### src/rtl/pipe_ctrl_chain_if.sv
// Bundle of decode-side inputs and pipeline status outputs for the control chain.
// The decode/issue side drives through master; the chain itself uses slave.
interface pipe_ctrl_chain_if #(
    parameter int CTRL_W  = 21,
    parameter int NSTAGES = 3,
    parameter int REG_AW  = 5,
    parameter int CNT_W   = 16
);
    localparam int FW = $clog2(NSTAGES + 1);

    logic                      id_valid;
    logic [CTRL_W-1:0]         id_ctrl;
    logic [REG_AW-1:0]         id_rs;
    logic [REG_AW-1:0]         id_rt;
    logic                      id_use_rs;
    logic                      id_use_rt;
    logic [REG_AW-1:0]         id_rd;
    logic                      id_wen;
    logic                      id_load;
    logic                      flush;
    logic                      stall_ext;
    logic                      stall;
    logic [NSTAGES-1:0]        stg_valid;
    logic [NSTAGES*CTRL_W-1:0] stg_ctrl;
    logic [FW-1:0]             fwd_a_sel;
    logic [FW-1:0]             fwd_b_sel;
    logic                      wb_wen;
    logic [REG_AW-1:0]         wb_rd;
    logic [CNT_W-1:0]          hz_count;

    modport master (
        output id_valid, id_ctrl, id_rs, id_rt, id_use_rs, id_use_rt,
               id_rd, id_wen, id_load, flush, stall_ext,
        input  stall, stg_valid, stg_ctrl, fwd_a_sel, fwd_b_sel,
               wb_wen, wb_rd, hz_count
    );

    modport slave (
        input  id_valid, id_ctrl, id_rs, id_rt, id_use_rs, id_use_rt,
               id_rd, id_wen, id_load, flush, stall_ext,
        output stall, stg_valid, stg_ctrl, fwd_a_sel, fwd_b_sel,
               wb_wen, wb_rd, hz_count
    );
endinterface

### src/rtl/pipe_ctrl_chain.sv
// Post-decode control pipeline (stage 0 = EX, last = WB) with load-use stall,
// flush, external freeze, operand forwarding selects and a saturating stall counter.
module pipe_ctrl_chain #(
    parameter int CTRL_W  = 21,
    parameter int NSTAGES = 3,
    parameter int REG_AW  = 5,
    parameter int CNT_W   = 16
) (
    input  logic             clk,
    input  logic             rst,
    pipe_ctrl_chain_if.slave bus
);
    localparam int FW = $clog2(NSTAGES + 1);

    logic [NSTAGES-1:0]             valid_r;
    logic [NSTAGES-1:0][CTRL_W-1:0] ctrl_r;
    logic [NSTAGES-1:0][REG_AW-1:0] rd_r;
    logic [NSTAGES-1:0]             wen_r;
    // Load flag is only consulted in EX (hazard) and stage 1 (forward eligibility)
    logic [1:0]                     load_r;
    logic [REG_AW-1:0]              rs0_r;
    logic [REG_AW-1:0]              rt0_r;
    logic                           use_rs0_r;
    logic                           use_rt0_r;
    logic [CNT_W-1:0]               hz_count_r;

    logic                           hazard_s;
    logic                           accept_s;
    logic                           count_s;
    logic [FW-1:0]                  fwd_a_s;
    logic [FW-1:0]                  fwd_b_s;

    // Load-use hazard: EX holds a load whose result the decode instruction needs
    always_comb begin
        hazard_s = 1'b0;
        hazard_s = valid_r[0] && load_r[0] && wen_r[0] && (rd_r[0] != {REG_AW{1'b0}})
                   && bus.id_valid
                   && ((bus.id_use_rs && (bus.id_rs == rd_r[0]))
                       || (bus.id_use_rt && (bus.id_rt == rd_r[0])));
    end

    assign accept_s = bus.id_valid & ~bus.flush & ~hazard_s;
    assign count_s  = hazard_s & ~bus.flush;

    // Stage registers: freeze > flush > hazard bubble > normal advance
    always_ff @(posedge clk) begin
        if (!rst) begin
            valid_r    <= '0;
            ctrl_r     <= '0;
            rd_r       <= '0;
            wen_r      <= '0;
            load_r     <= 2'b00;
            rs0_r      <= '0;
            rt0_r      <= '0;
            use_rs0_r  <= 1'b0;
            use_rt0_r  <= 1'b0;
            hz_count_r <= '0;
        end else if (bus.stall_ext) begin
            valid_r    <= valid_r;
            hz_count_r <= hz_count_r;
        end else begin
            for (int k = 1; k < NSTAGES; k++) begin
                valid_r[k] <= valid_r[k-1];
                ctrl_r[k]  <= ctrl_r[k-1];
                rd_r[k]    <= rd_r[k-1];
                wen_r[k]   <= wen_r[k-1];
            end
            load_r[1] <= load_r[0];
            // Anything not accepted enters EX as an all-zero bubble
            if (accept_s) begin
                valid_r[0] <= 1'b1;
                ctrl_r[0]  <= bus.id_ctrl;
                rd_r[0]    <= bus.id_rd;
                wen_r[0]   <= bus.id_wen;
                load_r[0]  <= bus.id_load;
                rs0_r      <= bus.id_rs;
                rt0_r      <= bus.id_rt;
                use_rs0_r  <= bus.id_use_rs;
                use_rt0_r  <= bus.id_use_rt;
            end else begin
                valid_r[0] <= 1'b0;
                ctrl_r[0]  <= '0;
                rd_r[0]    <= '0;
                wen_r[0]   <= 1'b0;
                load_r[0]  <= 1'b0;
                rs0_r      <= '0;
                rt0_r      <= '0;
                use_rs0_r  <= 1'b0;
                use_rt0_r  <= 1'b0;
            end
            if (count_s && (hz_count_r != {CNT_W{1'b1}})) begin
                hz_count_r <= hz_count_r + {{(CNT_W-1){1'b0}}, 1'b1};
            end else begin
                hz_count_r <= hz_count_r;
            end
        end
    end

    // Forward selects: scan from the oldest stage down so the youngest match wins
    always_comb begin
        fwd_a_s = '0;
        fwd_b_s = '0;
        for (int k = NSTAGES - 1; k >= 1; k--) begin
            fwd_a_s = (valid_r[k] && wen_r[k] && (rd_r[k] != {REG_AW{1'b0}})
                       && !((k == 1) && load_r[1])
                       && use_rs0_r && (rd_r[k] == rs0_r)) ? FW'(k) : fwd_a_s;
            fwd_b_s = (valid_r[k] && wen_r[k] && (rd_r[k] != {REG_AW{1'b0}})
                       && !((k == 1) && load_r[1])
                       && use_rt0_r && (rd_r[k] == rt0_r)) ? FW'(k) : fwd_b_s;
        end
        fwd_a_s = valid_r[0] ? fwd_a_s : {FW{1'b0}};
        fwd_b_s = valid_r[0] ? fwd_b_s : {FW{1'b0}};
    end

    assign bus.stall     = rst & (bus.stall_ext | (hazard_s & ~bus.flush));
    assign bus.stg_valid = valid_r;
    assign bus.stg_ctrl  = ctrl_r;
    assign bus.fwd_a_sel = fwd_a_s;
    assign bus.fwd_b_sel = fwd_b_s;
    assign bus.wb_wen    = valid_r[NSTAGES-1] & wen_r[NSTAGES-1]
                           & (rd_r[NSTAGES-1] != {REG_AW{1'b0}});
    assign bus.wb_rd     = rd_r[NSTAGES-1];
    assign bus.hz_count  = hz_count_r;
endmodule

### src/flat_wrapper.sv
// flat-port wrapper written by rule: the top's interface ports become plain ports
module pipe_ctrl_chain_flat 
#(
    parameter int CTRL_W  = 21,
    parameter int NSTAGES = 3,
    parameter int REG_AW  = 5,
    parameter int CNT_W   = 16
)
  (clk, rst, bus_id_valid, bus_id_ctrl, bus_id_rs, bus_id_rt, bus_id_use_rs, bus_id_use_rt, bus_id_rd, bus_id_wen, bus_id_load, bus_flush, bus_stall_ext, bus_stall, bus_stg_valid, bus_stg_ctrl, bus_fwd_a_sel, bus_fwd_b_sel, bus_wb_wen, bus_wb_rd, bus_hz_count);
  pipe_ctrl_chain_if #(.CTRL_W(CTRL_W), .NSTAGES(NSTAGES), .REG_AW(REG_AW), .CNT_W(CNT_W)) bus_i ();
  input  logic clk;
  input  logic rst;
  input wire logic [$bits(bus_i.id_valid)-1:0] bus_id_valid;
  input wire logic [$bits(bus_i.id_ctrl)-1:0] bus_id_ctrl;
  input wire logic [$bits(bus_i.id_rs)-1:0] bus_id_rs;
  input wire logic [$bits(bus_i.id_rt)-1:0] bus_id_rt;
  input wire logic [$bits(bus_i.id_use_rs)-1:0] bus_id_use_rs;
  input wire logic [$bits(bus_i.id_use_rt)-1:0] bus_id_use_rt;
  input wire logic [$bits(bus_i.id_rd)-1:0] bus_id_rd;
  input wire logic [$bits(bus_i.id_wen)-1:0] bus_id_wen;
  input wire logic [$bits(bus_i.id_load)-1:0] bus_id_load;
  input wire logic [$bits(bus_i.flush)-1:0] bus_flush;
  input wire logic [$bits(bus_i.stall_ext)-1:0] bus_stall_ext;
  output wire logic [$bits(bus_i.stall)-1:0] bus_stall;
  output wire logic [$bits(bus_i.stg_valid)-1:0] bus_stg_valid;
  output wire logic [$bits(bus_i.stg_ctrl)-1:0] bus_stg_ctrl;
  output wire logic [$bits(bus_i.fwd_a_sel)-1:0] bus_fwd_a_sel;
  output wire logic [$bits(bus_i.fwd_b_sel)-1:0] bus_fwd_b_sel;
  output wire logic [$bits(bus_i.wb_wen)-1:0] bus_wb_wen;
  output wire logic [$bits(bus_i.wb_rd)-1:0] bus_wb_rd;
  output wire logic [$bits(bus_i.hz_count)-1:0] bus_hz_count;
  assign bus_i.id_valid = bus_id_valid;
  assign bus_i.id_ctrl = bus_id_ctrl;
  assign bus_i.id_rs = bus_id_rs;
  assign bus_i.id_rt = bus_id_rt;
  assign bus_i.id_use_rs = bus_id_use_rs;
  assign bus_i.id_use_rt = bus_id_use_rt;
  assign bus_i.id_rd = bus_id_rd;
  assign bus_i.id_wen = bus_id_wen;
  assign bus_i.id_load = bus_id_load;
  assign bus_i.flush = bus_flush;
  assign bus_i.stall_ext = bus_stall_ext;
  assign bus_stall = bus_i.stall;
  assign bus_stg_valid = bus_i.stg_valid;
  assign bus_stg_ctrl = bus_i.stg_ctrl;
  assign bus_fwd_a_sel = bus_i.fwd_a_sel;
  assign bus_fwd_b_sel = bus_i.fwd_b_sel;
  assign bus_wb_wen = bus_i.wb_wen;
  assign bus_wb_rd = bus_i.wb_rd;
  assign bus_hz_count = bus_i.hz_count;
  pipe_ctrl_chain #(.CTRL_W(CTRL_W), .NSTAGES(NSTAGES), .REG_AW(REG_AW), .CNT_W(CNT_W)) u_core (.clk(clk), .rst(rst), .bus(bus_i));
endmodule
### config.mk
export PLATFORM = sky130hd
export DESIGN_NAME = pipe_ctrl_chain_flat
export DESIGN_NICKNAME = d
export VERILOG_FILES = /design/src/rtl/pipe_ctrl_chain_if.sv /design/src/rtl/pipe_ctrl_chain.sv /design/src/flat_wrapper.sv
export SDC_FILE = /design/constraint.sdc
export NUM_CORES = 1
export LEC_CHECK = 0
export ABC_CLOCK_PERIOD_IN_PS = 1750
export CAP_MARGIN = 5
export CORE_AREA = 2 2 109 132
export CTS_BUF_LIST = sky130_fd_sc_hd__clkbuf_8
export CTS_CLUSTER_DIAMETER = 150
export DETAILED_ROUTE_END_ITERATION = 16
export DIE_AREA = 0 0 111 134
export PLACE_DENSITY = 0.72
export SLEW_MARGIN = 0
export SYNTH_ARGS = -nofsm -noshare
export SYNTH_HDL_FRONTEND = slang
export SYNTH_SLANG_ARGS = --single-unit
export TNS_END_PERCENT = 5
### constraint.sdc
create_clock -name clk -period 1.75 [get_ports clk]
set_clock_uncertainty 0.1 [all_clocks]
set_input_delay 0.175 -clock clk [delete_from_list [all_inputs] [get_ports clk]]
set_output_delay 0.175 -clock clk [all_outputs]
set_load 0.02 [all_outputs]
==> results by group <==
STA
  • Final Hold Vio Count: 0
  • RSZ-0062 raised after global routing: yes
  • TNS Setup: -25.25 ns
  • Headroom to the max-slew limit: 0.573
  • Worst Tran Pin Value: 0.638 ns
  • Setup ws final: -0.466 ns
  • Period minus WS final: 2.22 ns
  • Final Max Slew Viols: 0
  • # setup viols final: 63
  • Worst hold slack: 0.172 ns
  • Period utilization: 1.27
  • Fmax: 0.451 GHz

Placed design
  • Pre-CTS WS: -0.746 ns
  • Placed cell areas: 6750 um^2
  • Number of port buffers: 137
  • GPL Wtd Cong: 0.855
  • Post-detail-place hpwl: 9270 um

Global routing
  • GR met2 Demand/Resource: 0.303
  • Gr ovfl total: 0
  • Total Routing Usage GR: 0.177
  • Initial antenna violation count: 0
  • Vias in the first global route: 4301
  • Met1 Use GR: 0.194
  • Busiest grt layer: met2
  • First-pass GRT wire length: 21200 um
  • Pin count of the biggest net entering global routing: 42
  • Met3 usage: 0.0746

Yosys
  • Yosys cell types: 45
  • Post-synth EDFFs: 0
  • Yosys top cell area share: 0.486
  • Netlist Area Pre-Place: 4700 um^2
  • Synth Warn #: 0
  • Async SR Flop Fraction: 0
  • Post-synthesis register bit count: 114
  • Mapped Avg Cell Area: 10.5 um^2
  • Seq/Total Area, Yosys: 0.486
  • Ys flop type: dfxtp_1
  • Syn Inst Count: 448
  • Syn Nets: 494
  • Leading area contributor after synthesis: dfxtp_1
  • Largest cells by area after synthesis: dfxtp_1 49%, mux2i_1 13%, a22o_1 7.5%

Floorplanning
  • Chip width: 111 um
  • Row count: 47
  • DIE HEIGHT: 134 um
  • Core area: 13600 um^2
  • Full die area: 14900 um^2
  • Ports: 138
  • Initial core utilization: 0.346

Pwr
  • Cell Pwr Density: 799 nW/um^2
  • Total power: 5.85 mW
  • Peak supply drop: 0.570 mV
  • Leak Pwr: 3.51 nW

Clock tree
  • Clk sinks: 114
  • Post-CTS Hold Fix Bufs: 0
  • Clock Pin Slew Worst Setup and Hold Paths: 0.07 ns
  • Num CTS Buffers: 17
  • Worst-Skew Late Latency: 0.44 ns
  • TritonCTS clock tree: yes
  • Root buf cell: clkbuf_8
  • H-tree Lvls: 4
  • Clock Path Buffers: 2

Layout
  • Share of post-route cells with drive strength above 1: 0.248
  • Area grow syn2layout: 55.8%
  • # diodes: 0
  • Nets: 692
  • Final instance area: 7320 um^2

Drt
  • DRC: 0
  • Final ANT Viol Nets: 0
  • Router iterations before antenna repair: 4
  • DR iter-0 viols: 178
  • Detailed-route vias per instance: 4.98
  • Mean routed wirelength per cell: 15.8 um
  • WL final: 13100 um
  • Vias after detailed routing: 4131

Critical path
  • Crit path required time: 1.97 ns
  • R2R Setup Slk: -0.47 ns
  • Setup crit start kind: flop
  • Worst Setup Path Type: flop to flop
  • Largest fanout on the critical path: 27
  • Crit path DAT: 2.44 ns
  • Crit end category: flop

Worst hold path
  • Hold crit path type: primary input to flop

Run status
  • Outcome: complete, but fails checks
  • Failing checks: negative setup slack

Run
  • Max-cap violation count: 0
[synthesized netlist by cell type, drive strengths merged, types with 3 or more instances]
| library cell | n |
|---|---|
| or3 | 4 |
| nand4 | 4 |
| nor4b | 3 |
| o31ai | 6 |
| buf | 17 |
| inv | 4 |
| o21ai | 3 |
| nand2 | 13 |
| nand3 | 9 |
| nand2b | 6 |
| a22o | 40 |
| nor2 | 65 |
| and2 | 5 |
| xor2 | 24 |
| or4 | 7 |
| dfxtp | 114 |
| mux2i | 63 |
| xnor2 | 6 |
| nor4 | 9 |
| clkbuf | 17 |
| a21oi | 8 |
| o311ai | 3 |
[cell type report]
class / instances / area (um^2)
clock inverters: 12 / 180
inverters: 4 / 15.0
repair buffers: 213 / 2020
flip-flops and latches: 114 / 2320
clock buffers: 19 / 262
well taps: 171 / 214
multi-input cells: 296 / 2310
fillers: 1156 / 6270
[per-stage QoR]
step | util | instances
2_1_floorplan | - | 448
3_3_place_gp | 0.497 | 796
3_5_place_dp | 0.497 | 796
4_1_cts | 0.531 | 828
5_1_grt | 0.539 | 829
6_report | 0.539 | 829
[flip-flops by register name (all words and copies together), names as in the netlist]
register and flops:
u_core.use_rs0_r 1, u_core.bus.wb_rd 5, u_core.load_r 2, u_core.rd_r 10, u_core.bus.hz_count 16, u_core.bus.stg_ctrl 63
u_core.bus.stg_valid 3, u_core.rt0_r 5, u_core.use_rt0_r 1, u_core.wen_r 3, u_core.rs0_r 5
[routing by layer]
layer  wire length (um)  vias to the layer above  part of all wire
met1               5270                     1983              0.40
li1                   -                     1995                 -
met4                281                        0             0.021
met3               1020                       22             0.078
met5                  0                        -                 0
met2               6550                      131              0.50
[power by group]
group | total [mW] | leakage [nW] | internal, mW | switching, mW
clock | 2.72 | 0.215 | 1.62 | 1.09
combinational | 0.473 | 2.36 | 0.254 | 0.219
sequential | 2.66 | 0.932 | 2.62 | 0.0313
[worst paths after layout]
check | startpoint | endpoint | cells past startpoint
hold / removal | bus_stall_ext | u_core.bus.hz_count[11] | 5
setup / recovery | u_core.rd_r[4] | u_core.rs0_r[3] | 7
hold reg to reg | u_core.bus.stg_ctrl[44] | u_core.bus.stg_ctrl[44] | 2
setup reg to reg | u_core.rd_r[4] | u_core.rs0_r[3] | 7
[timing repair]
action,4_1_cts,5_1_grt
pin swaps,13,12
setup endpoints to repair,91,83
resized for setup,70,35
setup buffers,1,1
[critical path, stage by stage (launching register included)]
cell and delay (ns):
dfxtp_2 0.35, xor2_1 0.17, nor4_2 0.30, a32oi_2 0.19, buf_4 0.26, o2111a_2 0.32
buf_12 0.17, a22o_1 0.24
[cells in the final DEF, fill, tap and decap left out, types with 13 or more instances in the layout]
| cell | synthesis | final |
|---|---|---|
| a22o_1 | 40 | 40 |
| buf_4 | 6 | 73 |
| clkbuf_8 | 0 | 19 |
| clkdlybuf4s50_1 | 0 | 82 |
| dfxtp_1 | 114 | 95 |
| dfxtp_2 | 0 | 15 |
| dlygate4sd2_1 | 0 | 27 |
| dlymetal6s2s_1 | 0 | 20 |
| mux2i_1 | 63 | 63 |
| nand2_1 | 13 | 13 |
| nor2_1 | 65 | 63 |
| xor2_1 | 24 | 22 |
[cells by family after synthesis]
family                   synth area share
AND/OR/NAND/NOR                     0.149
flip-flops                          0.486
AO/OA/AOI/OAI                       0.129
multiplexers                        0.134
buffers and inverters              0.0439
XOR/XNOR                           0.0559
adder cells (fa/ha/maj)           0.00266
Note: power is estimated with default switching activity, not from simulation.
